$ cat src/rtl/branch_redirect_unit.sv
//------------------------------------------------------------------------------
// Module      : branch_redirect_unit
// Description : EX-stage branch/jump resolution; issues a held fetch redirect,
//               drives wrong-path flushes and counts taken redirects.
// Revision    : 1.0 - initial release
//------------------------------------------------------------------------------
`default_nettype none

module branch_redirect_unit #(
    parameter int unsigned FLUSH_CYCLES = 1
) (
    input  logic        clk,
    input  logic        rst,
    input  logic        ex_valid,
    input  logic [31:0] ex_pc,
    input  logic [31:0] ex_imm,
    input  logic [31:0] ex_rs1,
    input  logic [31:0] ex_rs2,
    input  logic [2:0]  ex_funct3,
    input  logic        ex_is_branch,
    input  logic        ex_is_jal,
    input  logic        ex_is_jalr,
    input  logic        fetch_ready,
    output logic        redirect_valid,
    output logic [31:0] redirect_pc,
    output logic        flush_if_id,
    output logic        flush_id_ex,
    output logic        ex_stall,
    output logic        target_misaligned,
    output logic [31:0] redirect_count
);

    typedef enum logic [1:0] {
        ST_IDLE     = 2'd0,
        ST_REDIRECT = 2'd1,
        ST_FLUSH    = 2'd2
    } state_t;

    localparam logic [2:0] c_flush_load = 3'(FLUSH_CYCLES - 1);

    state_t      r_state;
    state_t      w_state_nxt;
    logic [2:0]  r_flush_cnt;
    logic        r_redirect_valid;
    logic [31:0] r_redirect_pc;
    logic        r_flush;
    logic        r_ex_stall;
    logic        r_target_misaligned;
    logic [31:0] r_redirect_count;

    logic        w_eq;
    logic        w_lt;
    logic        w_ltu;
    logic        w_cond;
    logic        w_taken;
    logic [31:0] w_sum_pc;
    logic [31:0] w_sum_rs1;
    logic [31:0] w_target;

    assign w_eq      = (ex_rs1 == ex_rs2);
    assign w_lt      = ($signed(ex_rs1) < $signed(ex_rs2));
    assign w_ltu     = (ex_rs1 < ex_rs2);
    assign w_sum_pc  = ex_pc + ex_imm;
    assign w_sum_rs1 = ex_rs1 + ex_imm;

    always_comb begin
        w_cond = 1'b0;
        case (ex_funct3)
            3'b000:  w_cond = w_eq;
            3'b001:  w_cond = !w_eq;
            3'b100:  w_cond = w_lt;
            3'b101:  w_cond = !w_lt;
            3'b110:  w_cond = w_ltu;
            3'b111:  w_cond = !w_ltu;
            default: w_cond = 1'b0;
        endcase
    end

    // jalr > jal > branch when decode asserts more than one kind
    always_comb begin
        w_taken  = 1'b0;
        w_target = w_sum_pc;
        if (ex_is_jalr) begin
            w_taken  = ex_valid;
            w_target = {w_sum_rs1[31:1], 1'b0};
        end else if (ex_is_jal) begin
            w_taken  = ex_valid;
        end else if (ex_is_branch) begin
            w_taken  = ex_valid && w_cond;
        end
    end

    always_comb begin
        w_state_nxt = r_state;
        case (r_state)
            ST_IDLE:     if (w_taken)            w_state_nxt = ST_REDIRECT;
            ST_REDIRECT: if (fetch_ready)        w_state_nxt = ST_FLUSH;
            ST_FLUSH:    if (r_flush_cnt == 3'd0) w_state_nxt = ST_IDLE;
            default:                             w_state_nxt = ST_IDLE;
        endcase
    end

    // Outputs are decoded from the next state so every port comes from a flop
    always_ff @(posedge clk) begin
        if (rst) begin
            r_state             <= ST_IDLE;
            r_flush_cnt         <= 3'd0;
            r_redirect_valid    <= 1'b0;
            r_redirect_pc       <= 32'd0;
            r_flush             <= 1'b0;
            r_ex_stall          <= 1'b0;
            r_target_misaligned <= 1'b0;
            r_redirect_count    <= 32'd0;
        end else begin
            r_state          <= w_state_nxt;
            r_redirect_valid <= (w_state_nxt == ST_REDIRECT);
            r_ex_stall       <= (w_state_nxt == ST_REDIRECT);
            r_flush          <= (w_state_nxt != ST_IDLE);

            if (r_state == ST_IDLE && w_taken) begin
                r_redirect_pc       <= w_target;
                r_redirect_count    <= r_redirect_count + 32'd1;
                r_target_misaligned <= w_target[1];
            end else begin
                r_target_misaligned <= 1'b0;
            end

            if (r_state == ST_REDIRECT && fetch_ready) begin
                r_flush_cnt <= c_flush_load;
            end else if (r_state == ST_FLUSH && r_flush_cnt != 3'd0) begin
                r_flush_cnt <= r_flush_cnt - 3'd1;
            end
        end
    end

    assign redirect_valid    = r_redirect_valid;
    assign redirect_pc       = r_redirect_pc;
    assign flush_if_id       = r_flush;
    assign flush_id_ex       = r_flush;
    assign ex_stall          = r_ex_stall;
    assign target_misaligned = r_target_misaligned;
    assign redirect_count    = r_redirect_count;

endmodule

`default_nettype wire
$ cat config.mk
export PLATFORM = sky130hd
export DESIGN_NAME = branch_redirect_unit
export DESIGN_NICKNAME = d
export VERILOG_FILES = /design/src/rtl/branch_redirect_unit.sv
export SDC_FILE = /design/constraint.sdc
export NUM_CORES = 1
export LEC_CHECK = 0
export CAP_MARGIN = 15
export CORE_AREA = 4 4 148 150
export DETAILED_ROUTE_END_ITERATION = 10
export DIE_AREA = 0 0 152 154
export DONT_BUFFER_PORTS = 1
export PLACE_DENSITY = 0.5
export SLEW_MARGIN = 20
export SYNTH_ARGS = -nofsm -noshare
export SYNTH_HDL_FRONTEND = slang
export SYNTH_SLANG_ARGS = --single-unit
$ cat constraint.sdc
create_clock -name clk -period 3.7 [get_ports clk]
set_input_delay 0.555 -clock clk [delete_from_list [all_inputs] [get_ports clk]]
set_output_delay 0.555 -clock clk [all_outputs]
set_load 0.03 [all_outputs]
==> reports/qor.txt, run 1 <==
VDD IR max: 0.227 mV
Pwr/cell area: 341 mW/mm²
Proportion of layout cells with a drive suffix above 1: 0.0530
Via density per instance: 5.48
# hold bufs at CTS: 0
Later-pin clock latency in the skew report: 0.33 ns
Seq cells post-synth: 72
Final worst setup slack: 0.489 ns
Netlist cell types: 68
Top FF cell, synth: dfxtp_1
Syn Area/Cell: 7.57 µm²
Initial DRC count: 284
Relative slew slack: 0.482
Final setup fails: 0
H-tree Lvls: 3
Post-Route Setup TNS: 0 ns
Post-DP Area: 0.00752 mm²
Cell Area, Synth: 0.00714 mm²
Yosys top cell by area: dfxtp_1
Total wire length: 21.8 mm
Die height: 154 µm
Gate Count Post-Synth: 944
Post_cts resized: 0
Final Hold Viols: 0
Max-slew violations: 0
Gr usage total: 0.178
Fin Clk Skew: 0.00972 ns
Area contributors post-synth: dfxtp_1 (20%), ha_1 (17%), a21oi_1 (6.5%)
TritonRoute pass-1 iters: 4
Leak: 3.28 nW
Status: finished, final reports clean
Met3 WL: 1.69 mm
Top Layer Used: met4
Area Overhead vs Synth: 9.12%
Routability congestion estimate: 0.821
Clock transition at path regs: 0.06 ns
CTS buffer count: 9
Initial Utilization: 0.345
DRC viols: 0
Number of synthesized flops with an enable pin: 0
Fin crit share: 0.868
CTS tree: built
Row cnt: 53
Worst path cell trace: inv_1, ha_1, nand4_1, or4_1, a21o_1, a31oi_1, o21ai_0, and3_1, o21ai_1, nor2_1, mux2_2
Seq/Total Area, Yosys: 0.202
Post-CTS setup buffer count: 0
Setup CP Type: primary input to register
Initial antenna violation count: 1
Clock Sinks: 72
Synth top area share: 0.202
Dpl hpwl: 18.0 mm
Worst-Margin Slew: 0.772 ns
Die ar.: 0.0234 mm²
Largest net degree at the start of global routing: 75
Max incr delay on CP: 0.66 ns
Routed via count: 6,682
WP data required: 3.91 ns
Die width: 152 µm
Crit. End Element: register
CP max-delay cell: or4_1
Gr ovfl total: 0
Crit path launch type: primary input
First-pass GRT wire length: 34.1 mm
IO Count: 207
Fill cells: 2,232
Fin crit period: 3.21 ns
CTS root buf: clkbuf_16
Max Fclk: 0.311 GHz
Crit path max fanout: 11
Met1 wire length: 10.1 mm
CP arrival: 3.42 ns
Fraction of registers with async set/reset: 0
Post-DRT Antenna Nets: 0
Nets: 1,174
Place WS: 0.132 ns
Syn. warnings: 0
Syn nets: 1,180
# port buffers: 0
Core Area: 0.0207 mm²
Clock Path Buffers: 2
Fin area: 0.00780 mm²
Detailed-routed wire length on met2: 9.79 mm
Pwr Total: 2.66 mW
HP Class: primary input to register
RSZ-0062 raised after global routing: false
Number of global-route vias before repair: 6,314
WL/cell: 17.9 µm
Max_cap viols: 0
## layout make-up
type                            count  area, µm²  share of cell area
Clock inverter                      4       30.0             0.00385
Tap cell                          275        344              0.0441
Antenna cell                        1       2.50            0.000321
Multi-Input combinational cell    776       5320               0.683
Inverter                           59        221              0.0284
Timing Repair Buffer               20        188              0.0241
Clock buffer                       12        246              0.0316
Sequential cell                    72       1440               0.185
## layout by cell type, fill, tap and decap left out, types with 3 or more instances in the layout
master,count
ha_1,96
a21oi_1,93
nor2_1,80
nand2_1,78
dfxtp_1,72
inv_1,58
o21ai_0,50
xnor2_1,36
xor2_1,29
nor3_1,27
a211oi_1,27
a21o_1,25
nand3_1,24
nand4_1,19
or3_1,19
nor2b_1,18
buf_4,17
o211ai_1,16
and3_1,16
nand2b_1,11
a31oi_1,10
clkbuf_16,9
o21a_1,8
o2111ai_1,8
a311oi_1,8
o31ai_1,7
o21bai_1,7
or4_1,5
mux2_2,4
a211o_1,4
nor3b_1,3
and4_1,3
or2_2,3
mux2i_1,3
buf_12,3
## kinds of logic after synthesis
group                    count (synthesis)  synth area share
flip-flops                              72             0.202
AND/OR/NAND/NOR                        316             0.217
multiplexers                             7            0.0105
buffers and inverters                   96            0.0532
AO/OA/AOI/OAI                          290             0.264
XOR/XNOR                                65            0.0797
adder cells (fa/ha/maj)                 98             0.174
## synthesized netlist by cell type, drive strengths merged, types with 3 or more instances
cell type  count
mux2i          3
a211o          4
or3           19
xnor2         36
o21ai         52
a31oi         10
nand4         19
mux2           4
dfxtp         72
or4            5
nand2b        11
nand2         78
buf           13
and3          16
a211oi        28
a21o          25
or2            3
a311oi         8
o21a           8
nor2b         18
and4           3
nor3          28
clkbuf        24
a21oi         93
o211ai        16
o2111ai        9
nand3         24
o31ai          7
o21bai         7
nor2          81
ha            96
inv           58
xor2          29
nor3b          3
## per-stage QoR
stage                     hold WS, ns  utilization  instances
after detailed placement        0.497        0.363       1202
after CTS                       0.280        0.377       1218
after floorplan                 0.478            -        944
after global routing            0.277        0.377       1219
final                           0.292        0.377       1219
after global placement          0.488        0.363       1202
## power by group
group	internal, mW	switching (mW)	total (mW)
combinational	0.370	0.486	0.857
clock	0.474	0.338	0.812
sequential	0.829	0.161	0.989
total	1.67	0.985	2.66
## registers in the layout, indices dropped and copies added (netlist names)
register           flops
redirect_count        32
redirect_pc           32
r_flush_cnt            3
r_state                2
ex_stall               1
flush_id_ex            1
target_misaligned      1
## per-layer routing
metal,vias up,global-route usage
met4,0,0.0342
met5,-,0
met2,156,0.285
li1,3447,-
met3,16,0.0633
met1,3063,0.232
## path summary, 6_finish.rpt
| kind | slack [ns] | cells past startpoint | from | to |
|---|---|---|---|---|
| max reg2reg | 0.70 | 9 | redirect_count[5] | redirect_count[18] |
| min | 0.29 | 1 | rst | redirect_count[11] |
| max | 0.49 | 11 | ex_rs2[14] | redirect_count[19] |
| min reg2reg | 0.51 | 2 | r_flush_cnt[1] | r_flush_cnt[1] |
## worst max-delay path: cells and delay by family
family / cells / cell delay (ns)
simple gates: 4 / 1.12
buf+inv: 1 / 0.02
compound gates: 4 / 1.12
fa+ha+maj: 1 / 0.30
mux: 1 / 0.29
No activity file was read; power rests on OpenSTA's default activity.
==> inputs of run 2 (changes only) <==
--- a/config.mk
+++ b/config.mk
@@ -5,11 +5,12 @@
 export SDC_FILE = /design/constraint.sdc
 export NUM_CORES = 1
 export LEC_CHECK = 0
-export CAP_MARGIN = 15
+export CAP_MARGIN = 10
 export CORE_AREA = 4 4 148 150
 export DETAILED_ROUTE_END_ITERATION = 10
 export DIE_AREA = 0 0 152 154
 export DONT_BUFFER_PORTS = 1
+export GPL_TIMING_DRIVEN = 0
 export PLACE_DENSITY = 0.5
 export SLEW_MARGIN = 20
 export SYNTH_ARGS = -nofsm -noshare
==> run 2 against run 1 <==
Net effect: wire length is 7.9% higher; sequential power hardly changed; worst setup slack worse by 0.23 ns; clock skew is 0.0028 ns lower; clock-buffer cell count is 2 higher; final area is 0.16% higher; non-clock buffer count is 17 higher; critical path type unchanged; cell count is 1.3% higher; largest cell class unchanged; total power is 2.1% higher; die area stayed put; clock power is 2% higher; maximum frequency is 6.8% lower.
==> reports/qor.txt, run 2 (same netlist as run 1, synthesis figures left out) <==
Status: finished, final reports clean
Met1 wire length: 10.6 mm (+4.6%)
Reg-to-Reg End: redirect_count[28]
Hold_ws: 0.446 ns (+0.155 ns)
Crit path launch type: primary input
Relative slew slack: 0.544 (+0.0618)
WL/cell: 19.1 µm (+6.5%)
CP max-delay cell: or4_1
Post-DRT Antenna Nets: 0 (unchanged)
Clock transition at path regs: 0.06 ns (about the same)
Gr ovfl total: 0 (unchanged)
Initial antenna violation count: 0 (-1)
HP Class: primary input to register
Gr usage total: 0.193 (+0.0158)
RSZ-0062 raised after global routing: false
Row cnt: 53 (unchanged)
IO Count: 207 (unchanged)
Non-Filler Instances: 1,235 (+1.3%)
Largest net degree at the start of global routing: 12 (-84%)
Clock Sinks: 72 (unchanged)
CTS buffer count: 9 (unchanged)
Max Fclk: 0.290 GHz (-6.8%)
Die width: 152 µm (unchanged)
Max-slew violations: 0 (unchanged)
First-pass GRT wire length: 36.6 mm (+7.1%)
Hold path cells: 2 (+1)
Placed Cells incl. Taps: 1,219 (+1.4%)
Later-pin clock latency in the skew report: 0.33 ns (about the same)
Routability congestion estimate: 0.867 (+5.6%)
Fin Clk Skew: 0.00694 ns (-0.00278 ns)
# port buffers: 0 (unchanged)
CTS root buf: clkbuf_16
Final setup fails: 0 (unchanged)
CTS tree: built
Clock Path Buffers: 2 (unchanged)
Initial DRC count: 306 (+7.7%)
Fin area: 0.00781 mm² (+0.16%)
Dpl hpwl: 19.8 mm (+9.9%)
Endpoint, Worst Hold: ex_stall
Fin crit share: 0.931 (+0.0635)
Place WS: -0.405 ns (-0.537 ns)
Crit path max fanout: 10 (-1)
VDD IR max: 0.178 mV (-22%)
Leak: 3.26 nW (-0.48%)
Final Hold Viols: 0 (unchanged)
Number of global-route vias before repair: 6,617 (+4.8%)
DRC viols: 0 (unchanged)
WP data required: 3.95 ns (+0.04 ns)
Post-DP Area: 0.00749 mm² (-0.38%)
Max_cap viols: 0 (unchanged)
Die height: 154 µm (unchanged)
Setup CP Type: primary input to register
Area Overhead vs Synth: 9.30%
FF-to-FF path depth: 11 (+2)
Crit. End Element: register
Worst-Margin Slew: 0.677 ns (-0.0947 ns)
Pwr/cell area: 347 mW/mm² (+1.9%)
Routed via count: 6,842 (+2.4%)
Core Area: 0.0207 mm² (unchanged)
Proportion of layout cells with a drive suffix above 1: 0.0479 (-0.00511)
# hold bufs at CTS: 0 (unchanged)
Final worst setup slack: 0.255 ns (-0.235 ns)
Total wire length: 23.6 mm (+7.9%)
TritonRoute pass-1 iters: 5 (+1)
Pwr Total: 2.71 mW (+2.1%)
Initial Utilization: 0.345 (unchanged)
Max incr delay on CP: 0.70 ns (+0.04 ns)
Die ar.: 0.0234 mm² (unchanged)
Detailed-routed wire length on met2: 11.0 mm (+12%)
Met3 WL: 1.70 mm (+0.65%)
Nets: 1,191 (+1.4%)
Diodes inserted: 0 (-1)
RR Startpoint: redirect_count[4]
Top Layer Used: met4
CP arrival: 3.70 ns (+0.28 ns)
H-tree Lvls: 3 (unchanged)
Commonest non-fill, non-tap cell in the layout: ha_1
Most frequent cells in the layout: ha_1 (96), a21oi_1 (93), nor2_1 (80)
Worst path cell trace: inv_1, ha_1, nand4_1, or4_1, a21o_1, a31oi_1, o21ai_0, and3_1, buf_2, nor2_4, clkbuf_1, a211oi_1, nor3_1
Fin crit period: 3.45 ns (+0.235 ns)
Via density per instance: 5.54 (+1.1%)
Min-delay src: fetch_ready
R2R Setup Slk: 0.41 ns (-0.29 ns)
-- run 2: cell count changes in the layout (fill, tap and decap cells not counted), moves of 2 or more --
| cell | previous run | this run |
|---|---|---|
| buf_4 | 17 | 2 |
| clkinv_4 | 2 | 0 |
| clkbuf_8 | 1 | 3 |
| clkbuf_1 | 2 | 25 |
| buf_12 | 3 | 0 |
| buf_2 | 0 | 10 |
-- run 2: worst max path at each step --
stage / startpoint / end / slack, ns / cells after the start
after CTS: ex_rs2[14] / redirect_pc[6] / 0.0002 / 13
final: ex_rs2[14] / redirect_pc[24] / 0.25 / 13
after detailed placement: ex_rs2[31] / redirect_pc[6] / -0.41 / 13
after global routing: ex_rs2[14] / redirect_pc[3] / 0.02 / 13
after global placement: ex_rs2[31] / redirect_pc[6] / -0.41 / 13
after floorplan: ex_imm[6] / redirect_pc[31] / 0.59 / 10
-- run 2: routing by layer --
metal | up-vias | GRT usage
met1 | 3162 | 0.254
met2 | 188 | 0.323
met5 | - | 0
li1 | 3477 | -
met3 | 15 | 0.0484
met4 | 0 | 0.0407
-- run 2: layout make-up --
class	count	area, µm²
Sequential cell	72	1440
Inverter	59	221
Multi-Input combinational cell	776	5360
Tap cell	275	344
Fill cell	2244	12900
Clock buffer	14	274
Buffer	37	160
Clock inverter	2	12.5
-- run 2: report_power, final --
part	internal [mW]	switching, mW	leakage, nW
combinational	0.356	0.538	2.53
clock	0.509	0.322	0.139
sequential	0.829	0.159	0.588
-- run 2: stage by stage --
stage	utilization	setup TNS, ns
after floorplan	-	0
after detailed placement	0.362	-16.61
after CTS	0.376	0
after global placement	0.362	-14.66
after global routing	0.377	0
final	0.377	0
-- run 2: critical path, delay by kind of cell --
family,cells,cell delay [ns]
and+or+nand+nor,5,1.49
AOI/OAI and AO/OA,4,0.69
buffers and inverters,3,0.64
adders and majority gates,1,0.31
-- run 2: timing repair --
action | 4_1_cts | 5_1_grt
setup endpoints to repair | 19 | 22
resized for setup | 1 | 6
hold endpoints to repair | 0 | 0
setup buffers | 0 | 0
